**config.mk**
```make
export PLATFORM = sky130hd
export DESIGN_NAME = chaos_sbox_gen
export DESIGN_NICKNAME = d
export VERILOG_FILES = /design/src/rtl/chaos_pkg.sv /design/src/rtl/logistic_map_step.sv /design/src/rtl/chaos_sbox_gen.sv
export SDC_FILE = /design/constraint.sdc
export NUM_CORES = 2
export LEC_CHECK = 0
export ABC_CLOCK_PERIOD_IN_PS = 8100
export CORE_MARGIN = 2
export CORE_UTILIZATION = 26
export CTS_BUF_LIST = sky130_fd_sc_hd__clkbuf_16
export DETAILED_ROUTE_END_ITERATION = 7
export MAX_ROUTING_LAYER = met4
export PLACE_DENSITY = 0.51
export SYNTH_ARGS = -nofsm -noshare
export SYNTH_HDL_FRONTEND = slang
export SYNTH_SLANG_ARGS = --single-unit
```
**constraint.sdc**
```tcl
create_clock -name clk -period 8.1 [get_ports clk]
set_input_delay 1.62 -clock clk [delete_from_list [all_inputs] [get_ports clk]]
set_output_delay 1.62 -clock clk [all_outputs]
set_load 0.05 [all_outputs]
```
**src/rtl/chaos_pkg.sv**
```systemverilog
// Shared types and defaults for the chaotic S-box byte generator.
// Holds the map width, gain, reinit state, retry bound and FSM state encoding.
package chaos_pkg;

  localparam int FRAC_BITS = 16;
  localparam int BYTE_W    = 8;
  localparam int NUM_SYM   = 256;
  localparam int CNT_W     = 9;

  localparam logic [FRAC_BITS+1:0] R_FIX_DEF       = 18'h3FD71;
  localparam logic [FRAC_BITS-1:0] SEED_REINIT_DEF = 16'h4F1B;
  localparam int                   MAX_TRIES_DEF   = 64;

  typedef enum logic [2:0] {
    S_IDLE,
    S_MUL1,
    S_MUL2,
    S_CHK,
    S_FALLBK,
    S_EMIT,
    S_DONE
  } state_t;

  // Lowest-index clear bit of the used-byte map.
  function automatic logic [BYTE_W-1:0] first_clear(
    input logic [NUM_SYM-1:0] map
  );
    logic [BYTE_W-1:0] idx;
    idx = '0;
    for (int i = NUM_SYM - 1; i >= 0; i--) begin
      if (!map[i]) idx = BYTE_W'(i);
    end
    return idx;
  endfunction

endpackage

```
**src/rtl/logistic_map_step.sv**
```systemverilog
// Two-register fixed-point logistic map step x' = R*x*(1-x).
// Ports: clk, rst, load (take seed), mul1/mul2 (advance), seed, top_byte.
module logistic_map_step
  import chaos_pkg::*;
#(
  parameter int               FRAC        = FRAC_BITS,
  parameter logic [FRAC+1:0]  R_FIX       = R_FIX_DEF,
  parameter logic [FRAC-1:0]  SEED_REINIT = SEED_REINIT_DEF
) (
  input  logic              clk,
  input  logic              rst,
  input  logic              load,
  input  logic              mul1,
  input  logic              mul2,
  input  logic [FRAC-1:0]   seed,
  output logic [BYTE_W-1:0] top_byte
);

  localparam int P1_W = 2 * FRAC;
  localparam int P2_W = 2 * FRAC + 2;
  localparam logic [FRAC:0] ONE = {1'b1, {FRAC{1'b0}}};

  logic [FRAC-1:0] x;
  logic [FRAC-1:0] t;
  logic [FRAC-1:0] t_nx;
  logic [FRAC-1:0] x_sat;
  logic [FRAC-1:0] x_nx;
  logic [FRAC-1:0] seed_eff;
  logic [FRAC:0]   one_minus_x;
  logic [P1_W-1:0] prod1;
  logic [P2_W-1:0] prod2;
  logic [FRAC+1:0] x_wide;

  // x*(1-x) peaks at 1/4, so the product always fits 2*FRAC bits.
  assign one_minus_x = ONE - {1'b0, x};
  assign prod1       = P1_W'(x) * P1_W'(one_minus_x);
  assign t_nx        = FRAC'(prod1 >> FRAC);

  assign prod2  = P2_W'(R_FIX) * P2_W'(t);
  assign x_wide = (FRAC + 2)'(prod2 >> FRAC);

  // Clamp below 1.0; a zero state would lock the map at 0.
  assign x_sat = (|x_wide[FRAC+1:FRAC]) ? '1 : x_wide[FRAC-1:0];
  assign x_nx  = (x_sat == '0) ? SEED_REINIT : x_sat;

  assign seed_eff = (seed == '0) ? SEED_REINIT : seed;
  assign top_byte = x[FRAC-1 -: BYTE_W];

  always_ff @(posedge clk) begin
    if (rst) begin
      x <= '0;
      t <= '0;
    end else if (load) begin
      x <= seed_eff;
    end else if (mul1) begin
      t <= t_nx;
    end else if (mul2) begin
      x <= x_nx;
    end
  end

endmodule

```
**src/rtl/chaos_sbox_gen.sv**
```systemverilog
// Emits a 256-byte permutation drawn from a logistic-map orbit.
// Ports: clk, rst, start, seed, out_ready / out_valid, out_data, busy, done,
// fallback_cnt (bytes of this run taken from the lowest unused slot).
module chaos_sbox_gen
  import chaos_pkg::*;
#(
  parameter int               FRAC        = FRAC_BITS,
  parameter logic [FRAC+1:0]  R_FIX       = R_FIX_DEF,
  parameter logic [FRAC-1:0]  SEED_REINIT = SEED_REINIT_DEF,
  parameter int               MAX_TRIES   = MAX_TRIES_DEF
) (
  input  logic              clk,
  input  logic              rst,
  input  logic              start,
  input  logic [FRAC-1:0]   seed,
  input  logic              out_ready,
  output logic              out_valid,
  output logic [BYTE_W-1:0] out_data,
  output logic              busy,
  output logic              done,
  output logic [CNT_W-1:0]  fallback_cnt
);

  localparam int TRY_W = $clog2(MAX_TRIES + 1);
  localparam logic [TRY_W-1:0] TRY_LAST = TRY_W'(MAX_TRIES);
  localparam logic [CNT_W-1:0] CNT_FULL = CNT_W'(NUM_SYM);

  state_t state;
  state_t state_nx;

  logic [CNT_W-1:0]   count;
  logic [CNT_W-1:0]   count_inc;
  logic [TRY_W-1:0]   tries;
  logic [TRY_W-1:0]   tries_inc;
  logic [NUM_SYM-1:0] used_map;
  logic [BYTE_W-1:0]  cand;
  logic [BYTE_W-1:0]  map_byte;

  logic idle_like;
  logic start_acc;
  logic cand_used;
  logic last_try;
  logic xfer;
  logic step_load;
  logic step_mul1;
  logic step_mul2;

  assign idle_like = (state == S_IDLE) || (state == S_DONE);
  assign start_acc = start && idle_like;
  assign cand_used = used_map[map_byte];
  assign tries_inc = tries + TRY_W'(1);
  assign last_try  = (tries_inc == TRY_LAST);
  assign count_inc = count + CNT_W'(1);
  assign xfer      = (state == S_EMIT) && out_ready;
  assign out_data  = cand;

  logistic_map_step #(
    .FRAC        (FRAC),
    .R_FIX       (R_FIX),
    .SEED_REINIT (SEED_REINIT)
  ) u_step (
    .clk      (clk),
    .rst      (rst),
    .load     (step_load),
    .mul1     (step_mul1),
    .mul2     (step_mul2),
    .seed     (seed),
    .top_byte (map_byte)
  );

  always_ff @(posedge clk) begin
    if (rst) state <= S_IDLE;
    else     state <= state_nx;
  end

  always_comb begin
    state_nx = state;
    unique case (state)
      S_IDLE, S_DONE: begin
        if (start) state_nx = S_MUL1;
      end
      S_MUL1:   state_nx = S_MUL2;
      S_MUL2:   state_nx = S_CHK;
      S_CHK: begin
        if (!cand_used)    state_nx = S_EMIT;
        else if (last_try) state_nx = S_FALLBK;
        else               state_nx = S_MUL1;
      end
      S_FALLBK: state_nx = S_EMIT;
      S_EMIT: begin
        if (out_ready) begin
          state_nx = (count_inc == CNT_FULL) ? S_DONE : S_MUL1;
        end
      end
      default:  state_nx = S_IDLE;
    endcase
  end

  always_comb begin
    out_valid = (state == S_EMIT);
    busy      = !idle_like;
    done      = (state == S_DONE);
    step_load = start_acc;
    step_mul1 = (state == S_MUL1);
    step_mul2 = (state == S_MUL2);
  end

  always_ff @(posedge clk) begin
    if (rst) begin
      count        <= '0;
      tries        <= '0;
      used_map     <= '0;
      cand         <= '0;
      fallback_cnt <= '0;
    end else if (start_acc) begin
      count        <= '0;
      tries        <= '0;
      used_map     <= '0;
      fallback_cnt <= '0;
    end else begin
      unique case (1'b1)
        (state == S_CHK): begin
          if (!cand_used) begin
            cand  <= map_byte;
            tries <= '0;
          end else begin
            tries <= tries_inc;
          end
        end
        // Map state is left alone; the orbit resumes from the current x.
        (state == S_FALLBK): begin
          cand         <= first_clear(used_map);
          fallback_cnt <= fallback_cnt + CNT_W'(1);
          tries        <= '0;
        end
        xfer: begin
          used_map[cand] <= 1'b1;
          count          <= count_inc;
        end
        default: ;
      endcase
    end
  end

endmodule
```
### After elaboration in Yosys (flattened, before gate mapping)

Cells that the tools add are included.

| storage, ports and cells | value |
|---|---|
| bits in registers | 324 |
| latch bits | 0 |
| bits in writable memories | 0 |
| bits in read-only memories | 0 |
| input bits | 20 |
| output and inout bits | 20 |
| word-level logic and storage cells | 324 |
| memories kept | 0 |

| operators by class | value |
|---|---|
| add/sub/neg operators | 4 |
| $mul | 2 |
| div/mod/pow operators | 0 |
| magnitude comparators | 3 |
| equality and inequality tests | 12 |
| shifts and indexed selects | 0 |
| mux-type cells | 276 |
| bitwise gates (word level) | 2 |
| reduce and logical (&&, ||, !) cells | 17 |

Operators by type and width:

| operator | count |
|---|---|
| 8-bit 2-to-1 mux | 257 |
| 256-bit OR | 1 |
| 16-bit 2-to-1 mux | 6 |
| 18-bit by 16-bit multiplier with 34-bit output, first input constant | 1 |
| 16-bit logical NOT | 2 |
| 16-bit by 17-bit multiplier with 32-bit output | 1 |
| 9-bit by 1-bit adder with 9-bit output, second input constant | 2 |
| 8-bit by 9-bit less-than comparator with 1-bit output, second input constant | 2 |
| 3-bit case mux with 6 select lines | 1 |
| 17-bit by 16-bit subtractor with 17-bit output, first input constant | 1 |
| 8-bit case mux with 2 select lines | 1 |
| 3-bit 2-to-1 mux | 5 |
| 7-bit case mux with 2 select lines | 1 |
| 3-bit == test, second input constant | 3 |
| 9-bit == test, second input constant | 1 |
| 1-bit binary-select mux with 8-bit select | 1 |
| 1-bit demux with 8-bit select | 1 |
| 8-bit by 1-bit >= comparator with 1-bit output, second input constant | 1 |
| 2-bit inequality test, second input constant | 4 |
| 7-bit by 1-bit adder with 7-bit output, second input constant | 1 |
| 7-bit == test, second input constant | 1 |
| 7-bit 2-to-1 mux | 1 |
| 3-bit by 2-bit == test with 1-bit output, second input constant | 2 |
| 2-bit AND reduction | 3 |
| 10 further kinds | 16 |

### Depth between registers and ports, before layout

| logic depth | value |
|---|---|
| depth after elaboration | 257 |
| depth in mapped cells | 34 |
| depth with buffers taken out | 32 |

### By module

A second synthesis with hierarchy kept.

| unflattened totals | value |
|---|---|
| cell total of the unflattened synthesis | 3,664 |
| area, all modules | 30,962.2 µm² |

Modules (own cells, without submodules):

| module | instances | cells an instance | area each (µm²) | sequential area each (µm²) |
|---|---|---|---|---|
| logistic_map_step | 1 | 1,727 | 15,742.6 | 640.6 |
| chaos_sbox_gen | 1 | 1,937 | 15,219.6 | 5,845.6 |

### Worst setup path before layout

OpenSTA, ideal clock, no wires.

| timing path | value |
|---|---|
| path type | reg2reg |
| start point | register u_step.x[10] |
| end point | register u_step.t[14] |
| setup time | 106 ps |
| data arrival time | 8,048 ps |
| required time | 7,994 ps |
| path slack | -54 ps |
| stages on the path, launching flop included | 30 |
| buffers on the path | 4 |
| period minus slack after synthesis | 8,154 ps |
| cell sequence | dfxtp_1 > clkbuf_1 > clkbuf_1 > clkbuf_1 > nor2_1 > nand2_1 > nor3_1 > ha_1 > clkbuf_1 > nand2b_1 > fa_1 > inv_1 > fa_1 > inv_1 > fa_1 > inv_1 > fa_1 > inv_1 > fa_1 > inv_1 > fa_1 > ha_1 > or4_1 > a221oi_1 > o211a_1 > o21ai_0 > a311oi_1 > o31ai_1 > or4b_2 > o311ai_0 |

| on the way | value |
|---|---|
| longest elaborated chain between the ends | 2 |

RTL lines:

| what | RTL line | text |
|---|---|---|
| start: declaration | logistic_map_step.sv:23 | `logic [FRAC-1:0] x;` |
| start signal: assignment | logistic_map_step.sv:58 | `x <= x_nx;` |
| 17-bit by 16-bit subtractor with 17-bit output | logistic_map_step.sv:35 | `assign one_minus_x = ONE - {1'b0, x};` |
| 16-bit by 17-bit multiplier with 32-bit output (*) | logistic_map_step.sv:36 | `assign prod1 = P1_W'(x) * P1_W'(one_minus_x);` |
| end signal: assignment | logistic_map_step.sv:56 | `t <= t_nx;` |
| end: declaration | logistic_map_step.sv:24 | `logic [FRAC-1:0] t;` |

Mark *: on every way between the ends. The rest lies on a longest branch, timed or not.
A chain may end at the register's enable or synchronous reset.

### Final worst setup path

| timing path | value |
|---|---|
| start point | register u_step.x[1] |
| end point | register u_step.t[14] |

Same word-level chain as after synthesis.

==> reports/metrics.yaml <==
detailed_routing:
  vias_per_cell: 4.93
  ant_nets: 0
  dr.pass1.iters: 6
  wl_per_cell_um: 18.3
  drt-total-wl_um: 92900
  num_vias: 25000
  drc: 0
  drtIter0Drc: 1818
place:
  hpwl_um: 68800
  placed_area_um2: 32800
  globalplace.congestion: 0.863
  port_buffers: 39
grt:
  grt_pass1_vias: 24800
  overflow: 0
  met2_usage_pct: 25.4
  use_met3_pct: 2.92
  grt_util_all_layers_pct: 16.2
  use_met1_pct: 21.4
  grt.busiest_layer: "met2"
  grt_pass1_wl_um: 146000
  antenna_found_initial: 2
  grt_max_degree: 83
cells_and_area:
  fillers: 12500
  final_area_um2: 34100
  final_nets: 4089
  ff_latch_area_um2: 6500
  drive_gt1_share_pct: 8.11
  areaGrowthSynthToFinish_pct: 12.8
  final_util_pct: 29.4
  multi_input_area_um2: 21500
  diodes: 0
clocking:
  cts_sinks: 324
  cts_max_level: 2
  root_buffer: "clkbuf_16"
  path_clk_slew_ns: 0.07
  cts_tree: "done"
  cts_made_buffers: 38
  post_cts_buffers: 0
  cts.path.max_buffers: 3
  clock_latency_ns: 0.59
synthesis:
  syn-cell-area_um2: 30200
  netlist-cell-type-count: 74
  yosys_warnings: 0
  async_reset_ff_share_pct: 0
  synth_area_per_cell_um2: 8.69
  synth_edf_count: 0
  yosysSeqAreaShare_pct: 21.5
  ys_ff_latch: 324
  synthFlopType: "dfxtp_1"
  syn_inst: 3474
worst_hold_path:
  min_from: "tries[6]"
  min_path_type: "register to register"
  hold_end: "tries[6]"
  worstHoldPathCells: 1
critical_path:
  cp.required_ns: 8.58
  cpPeakStageDelay_ns: 0.61
  path_common_cell: "inv_1"
  rr_startpoint: "u_step.x[1]"
  start_kind: "register"
  endpoint_kind: "register"
  slowest_stage: "or4b_2"
  worstPathArrival_ns: 8.26
  reg2reg_slack_ns: 0.33
  r2r-end: "u_step.t[14]"
  crit_family: "adder cells"
  reg2regPathDepth: 31
  crit_fanout: 4
  cp.buffers_inverters: 8
  path_class: "register to register"
die:
  die_y_um: 345
  die_area_um2: 119000
  start_util_pct: 26.1
  num_io_pins: 40
  coreArea_um2: 116000
  die_x_um: 345
  placementRows: 125
sta:
  max_freq_mhz: 129
  rsz0062_at_grt: "yes"
  min_period_ns: 7.77
  holdWs_ns: 0.499
  tns_ns: 0
  finalMaxSlewViolations: 0
  tightest_slew_ns: 1.30
  final_hold_viol_count: 0
  finalCritPeriodShare_pct: 96.0
  setup_viol: 0
  relSlewSlack_pct: 12.7
  fin_skew_ns: 0.0253
outcome:
  status: "finished clean"
job:
  drv_cap: 0
==> Yosys cell counts (13+ instances only) <==
cell | number | area share, %
mux4_2 | 85 | 6.3
a21oi_1 | 327 | 5.4
ha_1 | 237 | 9.8
xnor2_1 | 25 | 0.72
dfxtp_1 | 324 | 21
and3_1 | 13 | 0.27
nor4_1 | 23 | 0.48
and2_1 | 29 | 0.60
nor2_1 | 431 | 5.4
inv_1 | 484 | 6.0
nor3_1 | 57 | 0.94
or3_1 | 14 | 0.29
o211ai_1 | 14 | 0.35
xor2_1 | 26 | 0.75
nand2b_1 | 164 | 3.4
o2111ai_1 | 13 | 0.38
fa_1 | 320 | 21
o21ai_0 | 106 | 1.8
nand2_1 | 193 | 2.4
a31oi_1 | 29 | 0.60
clkbuf_1 | 130 | 1.6
nand3_1 | 62 | 1.0
nand4_1 | 94 | 1.9
nor2b_1 | 72 | 1.5
a211oi_1 | 25 | 0.62
==> stage by stage <==
stage	setup WS [ns]	std cells
after floorplan	0.0570	3485
after CTS	0.0504	5064
after global placement	-0.102	4996
after detailed placement	-0.167	4996
after global routing	-0.0599	5064
final	0.328	5064
==> repair_timing <==
item | 4_1_cts | 5_1_grt
hold buffers | 0 | 0
gates cloned | 0 | 0
pin swaps | 1 | 6
gates resized for setup | 4 | 16
endpoints found under the setup margin | 1 | 6
==> kinds of logic after synthesis <==
group	synth area share, %
AND/OR/NAND/NOR	19.1
buffers and inverters	8.00
XOR/XNOR	1.48
adder cells (fa/ha/maj)	31.0
flip-flops	21.5
other	0.0249
multiplexers	6.51
AO/OA/AOI/OAI	12.4
==> how the worst max path moves through the flow <==
stage | depth (start not counted) | slack, ns | from | end
after floorplan | 32 | 0.06 | u_step.x[0] | u_step.t[14]
after global routing | 30 | -0.06 | u_step.x[1] | u_step.t[14]
after CTS | 31 | 0.05 | u_step.x[0] | u_step.t[14]
after global placement | 31 | -0.10 | u_step.x[0] | u_step.t[14]
final | 31 | 0.33 | u_step.x[1] | u_step.t[14]
after detailed placement | 31 | -0.17 | u_step.x[0] | u_step.t[14]
==> registers in the layout (all words and copies together) (netlist names) <==
register      count
u_step.x         16
fallback_cnt      9
tries             7
out_data          8
used_map        256
count             9
u_step.t         16
state             3
==> worst register-to-register path: cells and delay by family, from the launching register on <==
family                     cells  cell delay (ns)
adders and majority gates      9             3.61
DFF                            1             0.34
and+or+nand+nor                8             2.10
buffers and inverters          8             0.63
AOI/OAI and AO/OA              6             0.99
==> layout make-up <==
| cell class | instances | share of cell area [%] |
|---|---|---|
| repair buffers | 135 | 3.28 |
| inverters | 485 | 5.34 |
| clock inverters | 30 | 0.734 |
| flip-flops and latches | 324 | 19.1 |
| multi-input cells | 2528 | 63.2 |
| clock buffers | 38 | 2.79 |
| well taps | 1524 | 5.60 |
==> layout by cell type, fill, tap and decap left out, types with 9 or more instances in the layout <==
cell type / instances
dfxtp_1: 320
nor2_1: 419
a21oi_1: 327
nand4_1: 94
inv_1: 491
conb_1: 13
clkdlybuf4s50_1: 38
nand2_1: 193
o21a_1: 9
nor2b_1: 72
o21ai_0: 105
ha_1: 236
a2111oi_0: 11
buf_4: 95
and2_1: 29
a21boi_0: 12
nand3_1: 62
o2111ai_1: 13
a31oi_1: 29
or3_1: 13
nand2b_1: 163
and3_1: 13
nor3_2: 10
a311oi_1: 9
fa_1: 319
nor4_1: 22
o31ai_1: 11
xor2_1: 26
a211oi_1: 25
a21o_1: 10
o211ai_1: 14
clkbuf_16: 38
nor3_1: 46
xnor2_1: 25
mux4_2: 85
==> metal layers <==
| metal | vias to the layer above | routed length, um | part of all wire [%] |
|---|---|---|---|
| li1 | 11800 | - | - |
| met1 | 12400 | 41700 | 45 |
| met2 | 665 | 42600 | 46 |
| met3 | 145 | 5930 | 6.4 |
| met4 | 0 | 2680 | 2.9 |
| met5 | - | 0 | 0 |
Power is left out: the tool's default activity adds up to more than one toggle a clock period on the data nets, which glitch-free logic cannot reach.
